### src/rtl/fpalu_sub_seq_if.sv
// fpalu_sub_seq_if: operand/result handshake bundle for the sequential FP subtractor.
// Latency: none; wiring only.
// Backpressure: valid/ready on both the operand side and the result side.
interface fpalu_sub_seq_if;
    logic [31:0] a_input;
    logic [31:0] b_input;
    logic        in_valid;
    logic        in_ready;
    logic [31:0] diff;
    logic        zero;
    logic        ovf;
    logic        unf;
    logic        out_valid;
    logic        out_ready;

    modport master (
        output a_input, b_input, in_valid, out_ready,
        input  in_ready, diff, zero, ovf, unf, out_valid
    );

    modport slave (
        input  a_input, b_input, in_valid, out_ready,
        output in_ready, diff, zero, ovf, unf, out_valid
    );
endinterface

### src/rtl/fpalu_sub_seq.sv
// fpalu_sub_seq: multi-cycle IEEE-754 single subtract (diff = a - b), denormals flushed; FPALU_SUB_RNE_EN adds RNE rounding.
// Latency: out_valid 3+k cycles after accept for k normalise steps (+1 with FPALU_SUB_RNE_EN); specials take 2.
// Backpressure: one op in flight; in_ready only when idle, result held stable while out_ready is low.
module fpalu_sub_seq #(
    parameter int MAX_SHIFT = 27
) (
    input  logic           clock,
    input  logic           reset,
    fpalu_sub_seq_if.slave bus
);

    localparam logic [31:0] QNAN = 32'h7FC0_0000;

    typedef enum logic [2:0] {
        S_IDLE,
        S_ALIGN,
        S_ADD,
        S_NORM,
        S_ROUND,
        S_DONE
    } state_t;

    state_t state, state_nxt;

    logic [31:0] a_r, b_r;
    logic        spec_r;
    logic [31:0] spec_dat_r;
    logic        sign_r, sub_r;
    logic [9:0]  exp_r;
    logic [26:0] big_r, sml_r;
    logic [27:0] mag_r;
    logic        zero_r, unf_r;

    logic accept;
    assign accept = bus.in_valid && (state == S_IDLE);

    // Capture-time special detection on raw operands (b sign is the raw one here).
    logic [7:0]  in_ea, in_eb;
    logic        in_a_nan, in_b_nan, in_a_inf, in_b_inf, in_special;
    logic [31:0] in_spec_dat;

    always_comb begin
        in_ea       = bus.a_input[30:23];
        in_eb       = bus.b_input[30:23];
        in_a_nan    = (&in_ea) && (|bus.a_input[22:0]);
        in_b_nan    = (&in_eb) && (|bus.b_input[22:0]);
        in_a_inf    = (&in_ea) && !(|bus.a_input[22:0]);
        in_b_inf    = (&in_eb) && !(|bus.b_input[22:0]);
        in_special  = in_a_nan || in_b_nan || in_a_inf || in_b_inf;
        in_spec_dat = QNAN;
        // inf - inf of equal raw sign is the invalid case; opposite signs just give inf
        if (in_a_nan || in_b_nan || (in_a_inf && in_b_inf && (bus.a_input[31] == bus.b_input[31])))
            in_spec_dat = QNAN;
        else if (in_a_inf)
            in_spec_dat = {bus.a_input[31], 8'hFF, 23'd0};
        else
            in_spec_dat = {~bus.b_input[31], 8'hFF, 23'd0};
    end

    // Alignment: order by magnitude, right-shift the smaller with sticky collection.
    logic [7:0]  ea, eb, big_e, sml_e, gap, sh;
    logic [22:0] ma, mb;
    logic        swap, big_s;
    logic [26:0] big_sig, sml_sig, sml_al;
    logic [53:0] sml_wide;

    always_comb begin
        ea       = a_r[30:23];
        eb       = b_r[30:23];
        ma       = (ea == 8'd0) ? 23'd0 : a_r[22:0];
        mb       = (eb == 8'd0) ? 23'd0 : b_r[22:0];
        swap     = {eb, mb} > {ea, ma};
        big_e    = swap ? eb : ea;
        sml_e    = swap ? ea : eb;
        big_s    = swap ? b_r[31] : a_r[31];
        big_sig  = swap ? {eb != 8'd0, mb, 3'b000} : {ea != 8'd0, ma, 3'b000};
        sml_sig  = swap ? {ea != 8'd0, ma, 3'b000} : {eb != 8'd0, mb, 3'b000};
        gap      = big_e - sml_e;
        sh       = (gap > 8'(MAX_SHIFT)) ? 8'(MAX_SHIFT) : gap;
        sml_wide = {sml_sig, 27'd0} >> sh;
        sml_al   = {sml_wide[53:28], sml_wide[27] | (|sml_wide[26:0])};
    end

    // One normalisation step per cycle.
    logic [27:0] norm_mag;
    logic [9:0]  norm_exp;
    logic        norm_zero, norm_unf, norm_exit;

    always_comb begin
        norm_mag  = mag_r;
        norm_exp  = exp_r;
        norm_zero = 1'b0;
        norm_unf  = 1'b0;
        norm_exit = 1'b0;
        if (mag_r[27]) begin
            norm_mag  = {1'b0, mag_r[27:2], mag_r[1] | mag_r[0]};
            norm_exp  = exp_r + 10'd1;
            norm_exit = 1'b1;
        end else if (mag_r == 28'd0) begin
            norm_zero = 1'b1;
            norm_exit = 1'b1;
        end else if (mag_r[26]) begin
            norm_exit = 1'b1;
        end else if (exp_r <= 10'd1) begin
            norm_zero = 1'b1;
            norm_unf  = 1'b1;
            norm_exit = 1'b1;
        end else begin
            norm_mag  = {mag_r[26:0], 1'b0};
            norm_exp  = exp_r - 10'd1;
        end
    end

`ifdef FPALU_SUB_RNE_EN
    logic        rnd_up;
    logic [24:0] rnd_sum;

    always_comb begin
        rnd_up  = mag_r[2] & (mag_r[1] | mag_r[0] | mag_r[3]);
        rnd_sum = {1'b0, mag_r[26:3]} + {24'd0, rnd_up};
    end
`endif

    always_ff @(posedge clock or posedge reset) begin
        if (reset)
            state <= S_IDLE;
        else
            state <= state_nxt;
    end

    always_comb begin
        state_nxt = state;
        case (state)
            S_IDLE:  if (bus.in_valid) state_nxt = S_ALIGN;
            S_ALIGN: state_nxt = spec_r ? S_DONE : S_ADD;
            S_ADD:   state_nxt = S_NORM;
            S_NORM: begin
                if (norm_exit) begin
`ifdef FPALU_SUB_RNE_EN
                    state_nxt = S_ROUND;
`else
                    state_nxt = S_DONE;
`endif
                end
            end
            S_ROUND: state_nxt = S_DONE;
            S_DONE:  if (bus.out_ready) state_nxt = S_IDLE;
            default: state_nxt = S_IDLE;
        endcase
    end

    always_ff @(posedge clock or posedge reset) begin
        if (reset) begin
            a_r        <= 32'd0;
            b_r        <= 32'd0;
            spec_r     <= 1'b0;
            spec_dat_r <= 32'd0;
            sign_r     <= 1'b0;
            sub_r      <= 1'b0;
            exp_r      <= 10'd0;
            big_r      <= 27'd0;
            sml_r      <= 27'd0;
            mag_r      <= 28'd0;
            zero_r     <= 1'b0;
            unf_r      <= 1'b0;
        end else begin
            case (state)
                S_IDLE: begin
                    if (accept) begin
                        a_r        <= bus.a_input;
                        b_r        <= {~bus.b_input[31], bus.b_input[30:0]};
                        spec_r     <= in_special;
                        spec_dat_r <= in_spec_dat;
                        zero_r     <= 1'b0;
                        unf_r      <= 1'b0;
                    end
                end
                S_ALIGN: begin
                    sign_r <= big_s;
                    sub_r  <= a_r[31] ^ b_r[31];
                    exp_r  <= {2'b00, big_e};
                    big_r  <= big_sig;
                    sml_r  <= sml_al;
                end
                S_ADD: begin
                    // big >= small by construction, so the subtract never goes negative
                    mag_r <= sub_r ? ({1'b0, big_r} - {1'b0, sml_r})
                                   : ({1'b0, big_r} + {1'b0, sml_r});
                end
                S_NORM: begin
                    mag_r  <= norm_mag;
                    exp_r  <= norm_exp;
                    zero_r <= norm_zero;
                    unf_r  <= norm_unf;
                end
`ifdef FPALU_SUB_RNE_EN
                S_ROUND: begin
                    if (rnd_sum[24]) begin
                        mag_r <= {1'b0, 24'h80_0000, 3'b000};
                        exp_r <= exp_r + 10'd1;
                    end else begin
                        mag_r <= {1'b0, rnd_sum[23:0], 3'b000};
                    end
                end
`endif
                default: ;
            endcase
        end
    end

    logic [31:0] res_dat;
    logic        res_zero, res_ovf, res_unf;

    always_comb begin
        res_dat  = 32'd0;
        res_zero = 1'b0;
        res_ovf  = 1'b0;
        res_unf  = 1'b0;
        if (spec_r) begin
            res_dat = spec_dat_r;
        end else if (zero_r) begin
            res_zero = 1'b1;
            res_unf  = unf_r;
        end else if (exp_r >= 10'd255) begin
            res_dat = {sign_r, 8'hFF, 23'd0};
            res_ovf = 1'b1;
        end else begin
            res_dat = {sign_r, exp_r[7:0], mag_r[25:3]};
        end
    end

    // Datapath registers are frozen in DONE, so the decoded result stays stable under backpressure.
    assign bus.in_ready  = (state == S_IDLE);
    assign bus.out_valid = (state == S_DONE);
    assign bus.diff      = bus.out_valid ? res_dat  : 32'd0;
    assign bus.zero      = bus.out_valid & res_zero;
    assign bus.ovf       = bus.out_valid & res_ovf;
    assign bus.unf       = bus.out_valid & res_unf;

endmodule
### src/flat_wrapper.sv
// flat-port wrapper written by rule: the top's interface ports become plain ports
module fpalu_sub_seq_flat 
#(
    parameter int MAX_SHIFT = 27
)
  (clock, reset, bus_a_input, bus_b_input, bus_in_valid, bus_out_ready, bus_in_ready, bus_diff, bus_zero, bus_ovf, bus_unf, bus_out_valid);
  fpalu_sub_seq_if bus_i ();
  input  logic clock;
  input  logic reset;
  input wire logic [$bits(bus_i.a_input)-1:0] bus_a_input;
  input wire logic [$bits(bus_i.b_input)-1:0] bus_b_input;
  input wire logic [$bits(bus_i.in_valid)-1:0] bus_in_valid;
  input wire logic [$bits(bus_i.out_ready)-1:0] bus_out_ready;
  output wire logic [$bits(bus_i.in_ready)-1:0] bus_in_ready;
  output wire logic [$bits(bus_i.diff)-1:0] bus_diff;
  output wire logic [$bits(bus_i.zero)-1:0] bus_zero;
  output wire logic [$bits(bus_i.ovf)-1:0] bus_ovf;
  output wire logic [$bits(bus_i.unf)-1:0] bus_unf;
  output wire logic [$bits(bus_i.out_valid)-1:0] bus_out_valid;
  assign bus_i.a_input = bus_a_input;
  assign bus_i.b_input = bus_b_input;
  assign bus_i.in_valid = bus_in_valid;
  assign bus_i.out_ready = bus_out_ready;
  assign bus_in_ready = bus_i.in_ready;
  assign bus_diff = bus_i.diff;
  assign bus_zero = bus_i.zero;
  assign bus_ovf = bus_i.ovf;
  assign bus_unf = bus_i.unf;
  assign bus_out_valid = bus_i.out_valid;
  fpalu_sub_seq #(.MAX_SHIFT(MAX_SHIFT)) u_core (.clock(clock), .reset(reset), .bus(bus_i));
endmodule
### config.mk
export PLATFORM = sky130hd
export DESIGN_NAME = fpalu_sub_seq_flat
export DESIGN_NICKNAME = d
export VERILOG_FILES = /design/src/rtl/fpalu_sub_seq_if.sv /design/src/rtl/fpalu_sub_seq.sv /design/src/flat_wrapper.sv
export SDC_FILE = /design/constraint.sdc
export NUM_CORES = 1
export LEC_CHECK = 0
export CAP_MARGIN = 20
export CORE_ASPECT_RATIO = 0.6
export CORE_MARGIN = 1
export CORE_UTILIZATION = 55
export DETAILED_ROUTE_END_ITERATION = 12
export GPL_TIMING_DRIVEN = 0
export HOLD_SLACK_MARGIN = 0.12
export PLACE_DENSITY = 0.79
export SYNTH_ARGS = -nofsm -noshare
export SYNTH_HDL_FRONTEND = slang
export SYNTH_SLANG_ARGS = --single-unit
### constraint.sdc
create_clock -name clock -period 12 [get_ports clock]
set_input_delay 3 -clock clock [delete_from_list [all_inputs] [get_ports clock]]
set_output_delay 3 -clock clock [all_outputs]
set_load 0.02 [all_outputs]
# Word-level counts from Yosys, hierarchy flattened
# Index checks and enable logic that the tools add are counted.
totals:
  ff_bits: 196
  latch_bits: 0
  ram_bits: 0
  romBits: 0
  inputBits: 68
  out_inout_bits: 37
  word_cells: 127
  mem_count: 0
op_classes:
  addsub: 5
  mul: 0
  div_mod_pow: 0
  magnitude_cmp: 4
  eq_ne: 13
  shift: 1
  mux: 49
  bitwise: 7
  reduce_logical: 33
op_table:
  columns: ["operator", "n"]
  rows:
  - ["32-bit 2-to-1 mux", 5]
  - ["28-bit 2-to-1 mux", 4]
  - ["27-bit 2-to-1 mux", 3]
  - ["28-bit case mux with 2 select lines", 1]
  - ["54-bit by 8-bit right shift with 54-bit output", 1]
  - ["23-bit 2-to-1 mux", 2]
  - ["23-bit OR reduction", 2]
  - ["10-bit 2-to-1 mux", 4]
  - ["31-bit > comparator", 1]
  - ["31-bit 2-to-1 mux", 1]
  - ["27-bit by 27-bit adder with 28-bit output", 1]
  - ["28-bit logical NOT", 1]
  - ["27-bit by 27-bit subtractor with 28-bit output", 1]
  - ["27-bit OR reduction", 1]
  - ["8-bit 2-to-1 mux", 3]
  - ["10-bit case mux with 2 select lines", 1]
  - ["1-bit 2-to-1 mux", 18]
  - ["3-bit case mux with 6 select lines", 1]
  - ["8-bit logical NOT", 2]
  - ["8-bit AND reduction", 2]
  - ["8-bit nonzero test", 2]
  - ["3-bit 2-to-1 mux", 4]
  - ["10-bit by 1-bit adder with 10-bit output (second input constant)", 1]
  - ["10-bit by 8-bit greater-or-equal comparator with 1-bit output (second input constant)", 1]
  - ["other kinds (24)", 49]

# Longest topological paths before layout
logic_depth:
  word_depth: 10
  ltp_mapped: 35
  depth_no_buf: 27

# Least setup slack after synthesis
# OpenSTA, ideal clock, no wires.
synth_path:
  path_type: "reg2reg"
  from: "register u_core.b_r[28]"
  to: "register u_core.sml_r[0]"
  setup_ps: 124
  t_arrival_ps: 6821
  required_time_ps: 11876
  slack_ps: 5055
  stages_incl_launch_ff: 35
  path_buffers: 8
  synth_period_minus_slack_ps: 6945
  path_cell_list: "dfrtp_1 > nor4_1 > nand2_1 > clkbuf_1 > and2_1 > ha_1 > nand4_1 > nor3_1 > a221o_1 > nor4_4 > a21o_2 > buf_6 > clkbuf_1 > clkbuf_1 > buf_1 > clkbuf_1 > mux2i_1 > ha_1 > nand2_1 > nand2_1 > a31o_2 > a21oi_1 > mux2i_1 > xnor2_1 > o31a_1 > buf_4 > buf_4 > o211ai_1 > a2bb2oi_1 > mux2i_1 > o22ai_1 > o211ai_1 > nor4_1 > a21o_1 > nand3_1"
synth_between:
  elab_chain_cells: 10
  elab_cells_between_ends: 13
  cone_classes: "1 x add/sub; 2 x order compare; 1 x shift; 5 x mux; 1 x bitwise; 3 x reduce/logical"
synth_lines:
  columns: ["item", "line_no", "text"]
  rows:
  - ["start: declaration", "fpalu_sub_seq.sv:25", "logic [31:0] a_r, b_r;"]
  - ["start signal: assignment", "fpalu_sub_seq.sv:171", "b_r <= {~bus.b_input[31], bus.b_input[30:0]};"]
  - ["8-bit logical NOT", "fpalu_sub_seq.sv:71", "mb = (eb == 8'd0) ? 23'd0 : b_r[22:0];"]
  - ["23-bit 2-to-1 mux", "fpalu_sub_seq.sv:71", null]
  - ["31-bit > comparator", "fpalu_sub_seq.sv:72", "swap = {eb, mb} > {ea, ma};"]
  - ["8-bit 2-to-1 mux, on equally long branches", "fpalu_sub_seq.sv:73, fpalu_sub_seq.sv:74", null]
  - ["8-bit subtractor", "fpalu_sub_seq.sv:78", "gap = big_e - sml_e;"]
  - ["8-bit by 5-bit > comparator with 1-bit output", "fpalu_sub_seq.sv:79", "sh = (gap > 8'(MAX_SHIFT)) ? 8'(MAX_SHIFT) : gap;"]
  - ["8-bit 2-to-1 mux", "fpalu_sub_seq.sv:79", null]
  - ["54-bit by 8-bit right shift with 54-bit output *", "fpalu_sub_seq.sv:80", "sml_wide = {sml_sig, 27'd0} >> sh;"]
  - ["27-bit OR reduction", "fpalu_sub_seq.sv:81", "sml_al = {sml_wide[53:28], sml_wide[27] | (|sml_wide[26:0])};"]
  - ["1-bit OR *", "fpalu_sub_seq.sv:81", null]
  - ["end signal: assignment", "fpalu_sub_seq.sv:183", "sml_r <= sml_al;"]
  - ["end: declaration", "fpalu_sub_seq.sv:30", "logic [26:0] big_r, sml_r;"]
# Mark *: on every way between the ends. The rest lies on a longest branch, timed or not.
# A chain may end at the register's enable or synchronous reset.

# Final worst setup path
# Same ends and word-level chain as after synthesis.

==> flow_summary.yaml <==
clock_network:
  clock_tree.buffer_depth: 2
  clkSlewWorstSetupHoldPaths_ns: 0.07
  cts_hold_buffers: 0
  cts-htree-levels: 4
  worst_skew_pair.late_latency_ns: 0.46
  cts_sinks: 164
  cts_tree: "built"
  postCtsSetupRepairBufs: 0
  cts_buffers: 17
  post_cts.resized_instances: 0
  cts_root_buf: "sky130_fd_sc_hd__clkbuf_16"
synthesis:
  post_synth_edffs: 0
  yosysWarningCount: 0
  synth_top_cell_area_share_pct: 31.91
  yosysTopAreaCell: "sky130_fd_sc_hd__dfrtp_1"
  synthCells: 1699
  synth.top_cells.by_count: "sky130_fd_sc_hd__nand2_1, sky130_fd_sc_hd__nor2_1, sky130_fd_sc_hd__dfrtp_1, sky130_fd_sc_hd__a21oi_1, sky130_fd_sc_hd__o21ai_0"
  synth-main-ff-cell: "sky130_fd_sc_hd__dfrtp_1"
  synth_fp_nets: 1827
  yosys_register_bits: 164
  synth_area_leaders: "sky130_fd_sc_hd__dfrtp_1, sky130_fd_sc_hd__nand2_1, sky130_fd_sc_hd__ha_1"
  ys_seq_area_share_pct: 31.91
  post_synth_num_cell_types: 76
  synthArstFlopShare_pct: 100.0
  syn-cell-area_um2: 12860
  post-synth-top-count-cell: "sky130_fd_sc_hd__nand2_1"
  synthesis.area_per_instance_um2: 7.570
routing:
  drt_wl_total_um: 48690
  avgViaCountPerCell: 6.513
  detail_route.wl_per_cell_um: 22.72
  first_pass_iters: 8
  drcViolationCount: 0
  first_iter_violations: 2015
  detail-route-antenna-nets: 0
  route.vias.total: 13960
layout:
  flow.area_growth_from_synthesis_pct: 16.17
  final_cell_count_no_fill: 2143
  nFillCells: 1982
  design_area_um2: 14940
  drive_above_1_share_pct: 4.741
  layout.nets: 1951
  insertedDiodeCount: 0
place:
  finalWeightedCongestion: 1.029
  hpwlAfterDp_um: 38460
  place_area_um2: 14320
  numPlacedInstances: 2112
  port_buffers: 104
sta:
  fmax_ghz: 0.09579
  fin_crit_ns: 10.44
  worst_pin_slew_ns: 1.044
  timing.final.max_slew_violations: 0
  layout_worst_path_cycle_share_pct: 87.00
  finalHoldViolations: 0
  number_of_endpoints_failing_setup_at_the_final_stage: 0
  fin_worst_skew_ns: 0.007775
  grt_setup_unrepaired: "no"
  worst_slew_margin_relative_to_its_limit_pct: 29.86
  total_negative_slack_ns: 0
  fin_worst_hold_slack_ns: 0.4743
critical_path:
  path_common_cell: "sky130_fd_sc_hd__clkbuf_1"
  crit_path_end_kind: "flip-flop"
  crit_buf_inv: 8
  r2r_start: "u_core.b_r[28]"
  critical_path_required_ns: 12.34
  critical-path-max-stage-delay_ns: 0.79
  top_fanout_value_on_the_critical_path: 10
  crit_type: "flip-flop to flip-flop"
  critPathLaunch: "u_core.b_r[28]"
  critPathArrivalTime_ns: 10.78
  critical_path.startpoint_type: "flip-flop"
  timing.critical_path.max_delay_family: "simple AND/OR/NAND/NOR gates"
  cpMaxStageDelayCell: "sky130_fd_sc_hd__nor4_1"
floorplan:
  placementRows: 42
  die_w_um: 199.4
  boundaryPins: 105
  die_h_um: 120.5
  initial_utilization_pct: 57.18
  area_of_the_core_um2: 22490
  design.die.area_um2: 24020
hold_path:
  hold_class: "flip-flop to flip-flop"
  holdCritStartpoint: "u_core.spec_dat_r[30]"
global_routing:
  grt_pass1_vias: 12650
  largest_net_degree_at_the_start_of_global_routing: 97
  grt_remaining_overflow: 0
  antenna_found_initial: 1
  global_route.usage.total_pct: 41.51
  grt_pass1_wl_um: 74140
status:
  run_status: "completed"
flow_run:
  drv_cap: 0
## state kept, by name, indices dropped and copies added, names as in the netlist
signal,count
u_core.exp_r,10
u_core.spec_dat_r,3
u_core.b_r,32
u_core.sign_r,1
u_core.spec_r,1
u_core.a_r,32
u_core.sub_r,1
u_core.unf_r,1
u_core.state,3
u_core.zero_r,1
u_core.sml_r,27
u_core.big_r,24
u_core.mag_r,28
## kinds of logic after synthesis
family	after synthesis	share of synthesized area, %
simple gates	726	25.49
compound gates	501	24.88
flops	164	31.91
buf+inv	152	4.864
fa+ha+maj	60	5.837
xor+xnor	56	3.814
mux	40	3.210
## area by class of cell
type / count / area, um^2 / area share, %
clock inverter: 10 / 147.6 / 0.9882
buffer: 105 / 449.2 / 3.006
tap: 308 / 385.4 / 2.579
multi-input combinational: 1383 / 8132 / 54.43
timing repair buffer: 105 / 1069 / 7.152
inverter: 47 / 183.9 / 1.231
sequential: 164 / 4104 / 27.47
clock buffer: 21 / 470.5 / 3.149
## per-layer routing
layer	track usage, %	share of wire (%)	vias to the layer above
met5	0	0.027	-
met3	17.66	16	86
li1	-	-	6308
met4	9.399	1.9	2
met1	63.50	46	6643
met2	52.26	37	918
## worst register-to-register path, delay by kind of cell, from the launching register on
family          cells  cell delay (ns)
mux                 4             0.67
fa+ha+maj           2             0.58
compound gates      9             2.04
buf+inv             8             2.93
xor+xnor            1             0.43
simple gates       10             3.23
flops               1             0.45
## stage by stage
step	util, %	setup WS, ns
after floorplan	-	4.567
after global placement	63.52	2.324
after detailed placement	63.68	2.323
after CTS	66.43	2.228
after global routing	66.43	1.150
final	66.43	1.560
## layout by cell type (no fill, tap or decap), types with 20 or more instances in the layout
cell                              instances
sky130_fd_sc_hd__xnor2_1                 46
sky130_fd_sc_hd__clkbuf_1                79
sky130_fd_sc_hd__a21oi_1                134
sky130_fd_sc_hd__o21ai_1                 20
sky130_fd_sc_hd__nor4_1                  30
sky130_fd_sc_hd__mux2i_1                 33
sky130_fd_sc_hd__a22oi_1                 28
sky130_fd_sc_hd__ha_1                    60
sky130_fd_sc_hd__a31oi_1                 29
sky130_fd_sc_hd__inv_1                   46
sky130_fd_sc_hd__dfrtp_1                164
sky130_fd_sc_hd__and2_1                  54
sky130_fd_sc_hd__clkdlybuf4s50_1        104
sky130_fd_sc_hd__nor3_1                  31
sky130_fd_sc_hd__nor2_1                 168
sky130_fd_sc_hd__nand3_1                 27
sky130_fd_sc_hd__o211ai_1                21
sky130_fd_sc_hd__nand2_1                335
sky130_fd_sc_hd__o21ai_0                119
## final timing paths
path                                    endpoint  slack [ns]  cells past startpoint
setup reg to reg                 u_core.sml_r[0]        1.56                     34
hold reg to reg            u_core.spec_dat_r[30]        0.47                      1
hold / removal             u_core.spec_dat_r[30]        0.47                      1
max in group asynchronous       u_core.big_r[23]        8.10                      3
setup / recovery                 u_core.sml_r[0]        1.56                     34
min in group asynchronous         u_core.a_r[28]        3.01                      2
Power is not shown: default switching activity piles up to over one toggle a cycle in this logic, so the estimate is an artifact.
